===== src/rtl/nemesis_rom_slot.sv =====
// Single-entry cached ROM read slot: turns a level cs/addr ROM request into an
// SDRAM req/ack/dst transaction and holds the last fetched 16-bit word.
module nemesis_rom_slot #(
  parameter int          AW     = 17,
  parameter int          DW     = 16,
  parameter logic [21:0] OFFSET = 22'h0
) (
  input  logic          i_clk,
  input  logic          i_rst_n,
  input  logic          i_cen,
  input  logic          i_cs,
  input  logic [AW-1:0] i_addr,
  output logic          o_ok,
  output logic [DW-1:0] o_data,
  input  logic          i_flush,
  output logic          o_req,
  output logic [21:0]   o_req_addr,
  input  logic          i_ack,
  input  logic          i_dst,
  input  logic [15:0]   i_sdram_data,
  output logic [1:0]    o_dbg_state
);

  typedef enum logic [1:0] {
    IDLE = 2'd0,
    REQ  = 2'd1,
    WAIT = 2'd2
  } state_t;

  state_t      r_state, w_state_nxt;
  logic        r_valid, w_valid_nxt;
  logic [21:0] r_tag, w_tag_nxt;
  logic [15:0] r_data, w_data_nxt;
  logic        r_req, w_req_nxt;
  logic [21:0] r_req_addr, w_req_addr_nxt;
  logic        r_discard, w_discard_nxt;
  logic [21:0] w_waddr;
  logic        w_hit;

  // Byte-addressed 8-bit instances fetch the containing 16-bit word.
  generate
    if (DW == 8) begin : g_waddr8
      assign w_waddr = 22'(i_addr >> 1);
    end else begin : g_waddr16
      assign w_waddr = 22'(i_addr);
    end
  endgenerate

  assign w_hit = i_cs && r_valid && (w_waddr == r_tag) && (r_state == IDLE);

  // SDRAM handshake: o_req rises with o_req_addr stable and both hold until the
  // cycle i_ack is sampled high; i_dst later marks the one cycle i_sdram_data is valid.
  always_comb begin
    w_state_nxt    = r_state;
    w_valid_nxt    = r_valid;
    w_tag_nxt      = r_tag;
    w_data_nxt     = r_data;
    w_req_nxt      = r_req;
    w_req_addr_nxt = r_req_addr;
    w_discard_nxt  = r_discard;
    case (r_state)
      IDLE: begin
        if (i_cs && !w_hit) begin
          w_state_nxt    = REQ;
          w_tag_nxt      = w_waddr;
          w_req_nxt      = 1'b1;
          w_req_addr_nxt = OFFSET + w_waddr;
          w_valid_nxt    = 1'b0;
          w_discard_nxt  = 1'b0;
        end
      end
      REQ: begin
        if (i_ack) begin
          w_req_nxt   = 1'b0;
          w_state_nxt = WAIT;
          if (i_dst) begin
            w_data_nxt  = i_sdram_data;
            w_valid_nxt = !(r_discard || i_flush);
            w_state_nxt = IDLE;
          end
        end
      end
      WAIT: begin
        if (i_dst) begin
          w_data_nxt  = i_sdram_data;
          w_valid_nxt = !(r_discard || i_flush);
          w_state_nxt = IDLE;
        end
      end
      default: w_state_nxt = IDLE;
    endcase
    // A flush mid-transaction lets the SDRAM side finish but poisons the fill.
    if (i_flush) begin
      w_valid_nxt = 1'b0;
      if (r_state != IDLE) w_discard_nxt = 1'b1;
    end
  end

  always_ff @(posedge i_clk or negedge i_rst_n) begin
    if (!i_rst_n) begin
      r_state    <= IDLE;
      r_valid    <= 1'b0;
      r_tag      <= '0;
      r_data     <= '0;
      r_req      <= 1'b0;
      r_req_addr <= '0;
      r_discard  <= 1'b0;
    end else if (i_cen) begin
      r_state    <= w_state_nxt;
      r_valid    <= w_valid_nxt;
      r_tag      <= w_tag_nxt;
      r_data     <= w_data_nxt;
      r_req      <= w_req_nxt;
      r_req_addr <= w_req_addr_nxt;
      r_discard  <= w_discard_nxt;
    end
  end

  generate
    if (DW == 8) begin : g_data8
      assign o_data = i_addr[0] ? r_data[15:8] : r_data[7:0];
    end else begin : g_data16
      assign o_data = r_data[DW-1:0];
    end
  endgenerate

  assign o_ok        = w_hit;
  assign o_req       = r_req;
  assign o_req_addr  = r_req_addr;
  assign o_dbg_state = r_state;

endmodule


===== config.mk =====
export PLATFORM = sky130hd
export DESIGN_NAME = nemesis_rom_slot
export DESIGN_NICKNAME = d
export VERILOG_FILES = /design/src/rtl/nemesis_rom_slot.sv
export SDC_FILE = /design/constraint.sdc
export NUM_CORES = 1
export LEC_CHECK = 0
export CORE_MARGIN = 4
export CORE_UTILIZATION = 59
export CTS_BUF_LIST = sky130_fd_sc_hd__clkbuf_2
export CTS_CLUSTER_DIAMETER = 50
export DETAILED_ROUTE_END_ITERATION = 10
export DONT_BUFFER_PORTS = 1
export PLACE_DENSITY_LB_ADDON = 0.15
export SKIP_CTS_REPAIR_TIMING = 1
export SYNTH_ARGS = -nofsm -noshare
export SYNTH_HDL_FRONTEND = slang
export SYNTH_SLANG_ARGS = --single-unit

===== constraint.sdc =====
create_clock -name i_clk -period 1.7 [get_ports i_clk]
set_input_delay 0.51 -clock i_clk [delete_from_list [all_inputs] [get_ports i_clk]]
set_output_delay 0.51 -clock i_clk [all_outputs]
set_load 0.01 [all_outputs]

; ---- Word level (Yosys, flattened, before mapping)
; Index checks and enable logic that the tools add are counted.
[word_totals]
register_bits = 38
output_inout_bits = 42
[op_classes]
n_eq_ne = 8
n_mux = 20
reduce_logical = 17
[op_table]
columns = operator, n
row1 = $mux W16, 2
row2 = $pmux W16 S2, 1
row3 = $eq A17 B17 Y1, 1
row4 = $reduce_and A4 Y1, 3
row5 = $mux W1, 10
row6 = $mux W2, 4
row7 = $pmux W2 S3, 1
row8 = $reduce_and A3 Y1, 2
row9 = $reduce_bool A2 Y1, 3
row10 = $logic_and A1 B1 Y1, 4
row11 = $ne A2 B2 Y1 const B, 2
row12 = $reduce_bool A4 Y1, 1
row13 = $ne A3 B2 Y1 const B, 1
row14 = $ne A3 B3 Y1 const B, 1
row15 = $pmux W1 S3, 1
row16 = $eq A2 B1 Y1 const B, 1
row17 = $eq A2 B2 Y1 const B, 1
row18 = $logic_not A1 Y1, 2
row19 = $logic_not A2 Y1, 1
row20 = $ne A2 B1 Y1 const B, 1
row21 = $pmux W1 S2, 1
row22 = $logic_or A1 B1 Y1, 1

; ---- Depth between registers and ports, before layout
; Gate-level depths: netlist of the first run.
[logic_depth]
word_depth = 9
depth_mapped = 8
mapped_depth_nobuf = 7

; ---- Worst setup path before layout of the first run
; No wires, ideal clock.
[synth_timing]
path_type = input -> output
from = input port i_addr[13]
to = output port o_ok
arrival_time_ps = 1464
required_ps = 1190
path_slack_ps = -274
cell_stages = 4
cell_sequence = xor2_1 nor4b_1 nand3_1 nor4_1
[synth_via]
elab_chain_cells = 3
[synth_lines]
columns = element, line
row1 = "start, declared", 12  ; input logic [AW-1:0] i_addr,
row2 = $eq A17 B17 Y1, 49  ; assign w_hit = i_cs && r_valid && (w_waddr == r_tag) && (r_state == IDLE);
row3 = $logic_and A1 B1 Y1 (2 in series), 49
row4 = "end, declared", 13  ; output logic o_ok,
; No other way between the ends.

; ---- Worst setup path after layout of the first run
[layout_timing]
from = register r_tag[3]
to = output port o_ok
[layout_via]
elab_chain_cells = 3
[layout_lines]
columns = element, line
row1 = "start, declared", 32  ; logic [21:0] r_tag, w_tag_nxt;
row2 = "start signal, assigned", 111  ; r_tag <= w_tag_nxt;
row3 = $eq A17 B17 Y1, 49
row4 = $logic_and A1 B1 Y1 (2 in series), 49
; No other way between the ends.

==> parameters.txt, run 1 <==
Parameter                              Value

Outcome
  Result of the run    finished with violations
  Violated checks    negative setup slack

STA
  Crit share post-route    1.39
  Fmax achieved    423 MHz
  Pins Over Slew Limit    0
  Fin Setup TNS    -3.91 ns
  RSZ-0062 raised after global routing    true
  Final-report hold violation count    0
  Final critical-path setup slack    -0.662 ns
  WHS    0.214 ns
  Clock skew    0.0158 ns
  Count of endpoints failing setup in the final report    22
  Minimum period implied by the final worst setup slack    2.36 ns

Global routing
  Vias in the first global route    1324
  Global route total overflow    0
  GRT met3 Usage    0.0832
  Largest net degree at the start of global routing    39
  Busiest layer in global routing    met2
  Combined global-route utilization of all metal layers    0.197
  Met2 Resource Use GR    0.345
  Wire length of the first global-routing pass    6.20 mm
  Met1 Resource Use GR    0.204
  Antenna violations before repair    0

Synthesis
  Count of state elements after synthesis    38
  Synth top area cells    sky130_fd_sc_hd__dfrtp_1 50%, sky130_fd_sc_hd__mux2_2 15%, sky130_fd_sc_hd__mux2_4 6.4%, sky130_fd_sc_hd__xor2_1 5.6%, sky130_fd_sc_hd__xnor2_1 2.3%
  Number of warnings reported in the yosys synthesis log    0
  Instance count of the mapped netlist    142
  Number of flops mapped to enable cells by yosys    0
  Sequential fraction of the synthesis area    0.503
  Mean cell area of the mapped netlist    13.3 um^2
  Post-synthesis cell type with the largest combined area    sky130_fd_sc_hd__dfrtp_1
  Main synth FF type    sky130_fd_sc_hd__dfrtp_1
  Summed instance area of the synthesized netlist    1890 um^2
  Number of unique standard cell types used by synthesis    33
  Share of Yosys cell area claimed by the top area cell type    0.503
  Synth async-reset ratio    1.00

Worst setup path
  Crit-path max cell delay    0.45 ns
  CP Max Fanout    2
  Required time at the endpoint of the critical path    1.19 ns
  Critical-path top delay cell    sky130_fd_sc_hd__dfrtp_1
  Crit end category    primary output
  Arrival time reported for the critical path endpoint    1.85 ns
  Cell-by-cell listing of the critical path    xor2_2, nor4b_2, nand3_1, nor4_4
  Startpoint type of the worst setup path    flop
  Class of the most critical setup path    flop to primary output

Power and ir drop
  Power density over the cells    1890 nW/um^2
  Worst vdd rail ir drop    1.16 mV
  Total leakage power    1.12 nW

Die
  Placeable core region    3050 um^2
  Height of the die    64.6 um
  IO Count    82
  Area of the die    4170 um^2
  Die W    64.6 um
  Number of cell rows    20
  Initial core utilization    0.619

Finish
  Multi-input logic area    1100 um^2
  Fraction of layout cells with a size suffix above 1    0.585
  Antenna diode count    0
  Area growth, synth to finish    37.3%
  Total number of nets in the final design    225
  Sequential cell area    951 um^2
  Final design utilization    0.850
  Filler cell count    155

Routing
  Post-DRT Antenna Nets    0
  WL/cell    20.2 um
  Number of remaining DRC errors    0
  Final wirelength    4.59 mm
  Via count normalized by instance count    5.69
  Detailed router's first-iteration violation count    69
  Initial DRT Pass Iterations    4
  Total vias in the final route    1291

Placement
  Gpl congestion    0.774
  Port Buffers    0
  Post-detailed-placement half-perimeter wirelength    3.05 mm

Clock network
  Clock latency on the worst-skew pair    0.40 ns
  Root buffer cell    sky130_fd_sc_hd__clkbuf_2
  H-tree depth    2
  Number of clock sinks    38
  Clock Pin Slew Worst Setup and Hold Paths    0.19 ns
  TritonCTS clock tree    done
  Number of clock buffers inserted by TritonCTS    5
  CTS Buffer Depth    2

Job
  Max-Cap Viols    0

Worst hold path
  Classification of the worst-slack hold path    input port to flop
[synth_stat cells, types with 2 or more instances]
cell type and number:
sky130_fd_sc_hd__mux2_4 8, sky130_fd_sc_hd__o21ai_0 2, sky130_fd_sc_hd__nor2_1 3, sky130_fd_sc_hd__dfrtp_1 38, sky130_fd_sc_hd__nor4_1 5, sky130_fd_sc_hd__xnor2_1 5
sky130_fd_sc_hd__ha_1 3, sky130_fd_sc_hd__nand2b_1 2, sky130_fd_sc_hd__nand3_1 7, sky130_fd_sc_hd__nand4_1 3, sky130_fd_sc_hd__nor3b_1 2, sky130_fd_sc_hd__inv_1 4
sky130_fd_sc_hd__buf_4 5, sky130_fd_sc_hd__xor2_1 12, sky130_fd_sc_hd__mux2_2 25
[layout by cell type (no fill, tap or decap), types with 2 or more instances in the layout]
master / count
sky130_fd_sc_hd__inv_2: 2
sky130_fd_sc_hd__clkbuf_16: 3
sky130_fd_sc_hd__nand4_1: 3
sky130_fd_sc_hd__nor4_2: 3
sky130_fd_sc_hd__nor2_1: 2
sky130_fd_sc_hd__dfrtp_1: 38
sky130_fd_sc_hd__ha_4: 3
sky130_fd_sc_hd__conb_1: 5
sky130_fd_sc_hd__nor4_1: 2
sky130_fd_sc_hd__nor3b_1: 2
sky130_fd_sc_hd__xor2_2: 9
sky130_fd_sc_hd__xor2_1: 3
sky130_fd_sc_hd__inv_1: 2
sky130_fd_sc_hd__xnor2_2: 3
sky130_fd_sc_hd__mux2_2: 23
sky130_fd_sc_hd__buf_12: 3
sky130_fd_sc_hd__xnor2_1: 2
sky130_fd_sc_hd__clkbuf_2: 5
sky130_fd_sc_hd__buf_4: 27
sky130_fd_sc_hd__buf_6: 3
sky130_fd_sc_hd__mux2_4: 10
sky130_fd_sc_hd__nand3_1: 6
sky130_fd_sc_hd__bufinv_16: 2
[power breakdown]
group / leakage (nW) / total, W / switching (W) / internal (W)
clock: 0.0506 / 0.000690 / 0.000298 / 0.000392
combinational: 0.620 / 0.00239 / 0.00103 / 0.00137
sequential: 0.452 / 0.00183 / 0.000477 / 0.00135
[sequential cells by signal, indices dropped and copies added (netlist names)]
signal       cells
r_discard        1
o_data          16
o_dbg_state      2
r_valid          1
r_tag           17
o_req            1
[layer usage]
layer	routed length [um]	vias to the layer above
li1	-	571
met1	1580	650
met2	2520	61
met3	410	9
met4	84	0
met5	0	-
[final cells by class]
class                           instances  area share
Clock inverter                          3      0.0246
Multi-Input combinational cell         96       0.425
Timing Repair Buffer                   37       0.147
Tap cell                               44      0.0212
Clock buffer                            5     0.00964
Inverter                                4     0.00579
Sequential cell                        38       0.366
[final timing paths]
check                                      end  slack (ns)  cells past startpoint  startpoint
worst min-delay path                   r_valid        0.21                      1       i_cen
min in group asynchronous       o_dbg_state[0]        0.58                      2     i_rst_n
worst min register to register       o_data[6]        0.60                      1   o_data[6]
worst max-delay path                      o_ok       -0.66                      4    r_tag[3]
worst max register to register        r_tag[8]       -0.21                      6    r_tag[3]
max in group asynchronous            r_tag[12]        0.92                      2     i_rst_n
[cells by family (layout without fill, tap and decap cells)]
logic type               Yosys count  after routing  synth area share
flip-flops                        38             38             0.503
multiplexers                      33             33             0.212
AND/OR/NAND/NOR                   28             28            0.0979
XOR/XNOR                          17             17            0.0788
buffers and inverters             12             49            0.0404
AO/OA/AOI/OAI                     10             10            0.0457
adder cells (fa/ha/maj)            3              3            0.0199
other                              1              5           0.00198
[critical path: cells and delay by family, from the launching register on]
family,cells,cell delay [ns]
and+or+nand+nor,3,0.80
DFF,1,0.45
xor gates and xnor gates,1,0.20
[per-stage QoR]
stage	setup WS, ns	std cells	power, W	cell area (um^2)
after floorplan	-0.104	146	0.00302	1980
after global placement	-0.332	210	0.00365	2190
after detailed placement	-0.382	210	0.00375	2190
after CTS	-0.693	218	0.00444	2280
after global routing	-0.769	227	0.00519	2590
final	-0.662	227	0.00492	2590
Power figures use the tool's default switching activity.
==> inputs of run 2 (changes only) <==
--- a/config.mk
+++ b/config.mk
@@ -5,7 +5,7 @@
 export SDC_FILE = /design/constraint.sdc
 export NUM_CORES = 1
 export LEC_CHECK = 0
-export CORE_MARGIN = 4
+export CORE_MARGIN = 1
 export CORE_UTILIZATION = 59
 export CTS_BUF_LIST = sky130_fd_sc_hd__clkbuf_2
 export CTS_CLUSTER_DIAMETER = 50
@@ -13,6 +13,7 @@
 export DONT_BUFFER_PORTS = 1
 export PLACE_DENSITY_LB_ADDON = 0.15
 export SKIP_CTS_REPAIR_TIMING = 1
+export SLEW_MARGIN = 0
 export SYNTH_ARGS = -nofsm -noshare
 export SYNTH_HDL_FRONTEND = slang
 export SYNTH_SLANG_ARGS = --single-unit
==> constraint.sdc (replaced) <==
create_clock -name i_clk -period 1.7 [get_ports i_clk]
set_input_delay 0.51 -clock i_clk [delete_from_list [all_inputs] [get_ports i_clk]]
set_output_delay 0.51 -clock i_clk [all_outputs]
set_load 0.005 [all_outputs]
==> parameters.txt, run 2 (synthesis results as in run 1) <==
Parameter                              Value

Worst setup path
  Class of the most critical setup path    flop to primary output
  Crit end category    primary output
  Critical-path top delay cell    sky130_fd_sc_hd__dfrtp_1
  Required time at the endpoint of the critical path    1.19 ns (about the same)
  Cell-by-cell listing of the critical path    xor2_2, nor4b_2, nand3_1, nor4_2, buf_4
  FF-to-FF setup slack    -0.20 ns (about the same)
  CP Max Fanout    2 (unchanged)
  Startpoint type of the worst setup path    flop
  Arrival time reported for the critical path endpoint    1.79 ns (-0.06 ns)
  Crit-path max cell delay    0.45 ns (about the same)

Clock network
  Root buffer cell    sky130_fd_sc_hd__clkbuf_2
  Number of clock sinks    38 (unchanged)
  H-tree depth    2 (unchanged)
  CTS Buffer Depth    2 (unchanged)
  Clock Pin Slew Worst Setup and Hold Paths    0.19 ns (about the same)
  Number of clock buffers inserted by TritonCTS    5 (unchanged)
  Clock latency on the worst-skew pair    0.40 ns (about the same)
  TritonCTS clock tree    done

Die
  Area of the die    3430 um^2 (-18%)
  Initial core utilization    0.619 (unchanged)
  Height of the die    58.6 um (-9.3%)
  IO Count    82 (unchanged)
  Die W    58.6 um (-9.3%)
  Number of cell rows    20 (unchanged)
  Placeable core region    3050 um^2 (unchanged)

Finish
  Area growth, synth to finish    29.4%
  Antenna diode count    0 (unchanged)
  Total number of nets in the final design    223 (-0.89%)
  Register with the highest flop count    r_tag
  Most frequent cells in the layout    38 x sky130_fd_sc_hd__dfrtp_1, 30 x sky130_fd_sc_hd__buf_4, 25 x sky130_fd_sc_hd__mux2_2
  Most common cell after layout, fill and taps aside    sky130_fd_sc_hd__dfrtp_1
  Final design utilization    0.801 (-0.0488)
  Number of flip-flops under the largest register name    17 (unchanged)
  Fraction of layout cells with a size suffix above 1    0.525 (-0.0598)

Power and ir drop
  Total leakage power    1.06 nW (-5.4%)
  Worst vdd rail ir drop    1.04 mV (-11%)
  Power density over the cells    1830 nW/um^2 (-3.3%)

STA
  Fmax achieved    435 MHz (+2.8%)
  Count of endpoints failing setup in the final report    23 (+4.5%)
  Clock skew    0.0129 ns (-0.00292 ns)
  Fin Setup TNS    -3.83 ns (+0.0800 ns)
  RSZ-0062 raised after global routing    true
  Final-report hold violation count    0 (unchanged)
  Pins Over Slew Limit    0 (unchanged)
  Final critical-path setup slack    -0.597 ns (+0.0652 ns)
  Minimum period implied by the final worst setup slack    2.30 ns (-0.0652 ns)
  Crit share post-route    1.35 (-0.0384)

Routing
  Final wirelength    3.91 mm (-15%)
  Total vias in the final route    1247 (-3.4%)
  Via count normalized by instance count    5.54 (-2.5%)
  Detailed router's first-iteration violation count    29 (-58%)
  WL/cell    17.4 um (-14%)
  Post-DRT Antenna Nets    0 (unchanged)
  Number of remaining DRC errors    0 (unchanged)
  Initial DRT Pass Iterations    4 (unchanged)

Job
  Max-Cap Viols    0 (unchanged)

Global routing
  Combined global-route utilization of all metal layers    0.226 (+0.0291)
  Vias in the first global route    1293 (-2.3%)
  Global route total overflow    0 (unchanged)
  Antenna violations before repair    0 (unchanged)
  Largest net degree at the start of global routing    39 (unchanged)
  Wire length of the first global-routing pass    5.74 mm (-7.5%)

Outcome
  Result of the run    finished with violations
  Violated checks    negative setup slack

Placement
  Gpl congestion    0.827 (+6.9%)
  Post-detailed-placement half-perimeter wirelength    2.73 mm (-10%)
  Port Buffers    0 (unchanged)

Worst hold path
  Classification of the worst-slack hold path    input port to flop
run 2: worst max-delay path, delay by kind of cell, from the launching register on:
kind,cells,cell delay (ns)
and+or+nand+nor,3,0.58
DFF,1,0.45
xor gates and xnor gates,1,0.20
buffers and inverters,1,0.16
run 2: routing by layer:
metal	global-route usage	vias to the layer above	part of all wire
li1	-	566	-
met1	0.263	616	0.41
met2	0.363	58	0.48
met3	0.110	7	0.090
met4	0.0884	0	0.016
met5	0	-	0
run 2: power breakdown:
group / leakage [nW] / total (W) / switching, W / internal, W
clock: 0.0532 / 0.000709 / 0.000310 / 0.000399
combinational: 0.557 / 0.00206 / 0.000845 / 0.00122
sequential: 0.452 / 0.00171 / 0.000358 / 0.00135
run 2: layout make-up:
| type | instances | area (um^2) |
|---|---|---|
| clock inverters | 3 | 68.8 |
| well taps | 44 | 55.1 |
| repair buffers | 35 | 320 |
| flip-flops and latches | 38 | 951 |
| fillers | 199 | 607 |
| multi-input cells | 96 | 1010 |
| inverters | 4 | 15.0 |
| clock buffers | 5 | 25.0 |
run 2: metrics by stage:
stage,instance area (um^2),cells,setup WS (ns),hold slack [ns],total power [W]
after global placement,2190,212,-0.340,0.215,0.00346
final,2450,225,-0.597,0.229,0.00448
after CTS,2290,220,-0.639,-0.260,0.00426
after detailed placement,2190,212,-0.367,0.215,0.00355
after floorplan,1970,146,-0.0981,0.214,0.00283
after global routing,2450,225,-0.724,0.191,0.00473
run 2: final timing paths:
check / from / end / cells after the start
worst max-delay path: r_tag[13] / o_ok / 5
worst min-delay path: i_cen / r_valid / 1
worst max register to register: r_tag[3] / r_tag[16] / 6
worst min register to register: r_discard / r_discard / 2
max in group asynchronous: i_rst_n / o_data[1] / 2
min in group asynchronous: i_rst_n / o_dbg_state[0] / 2
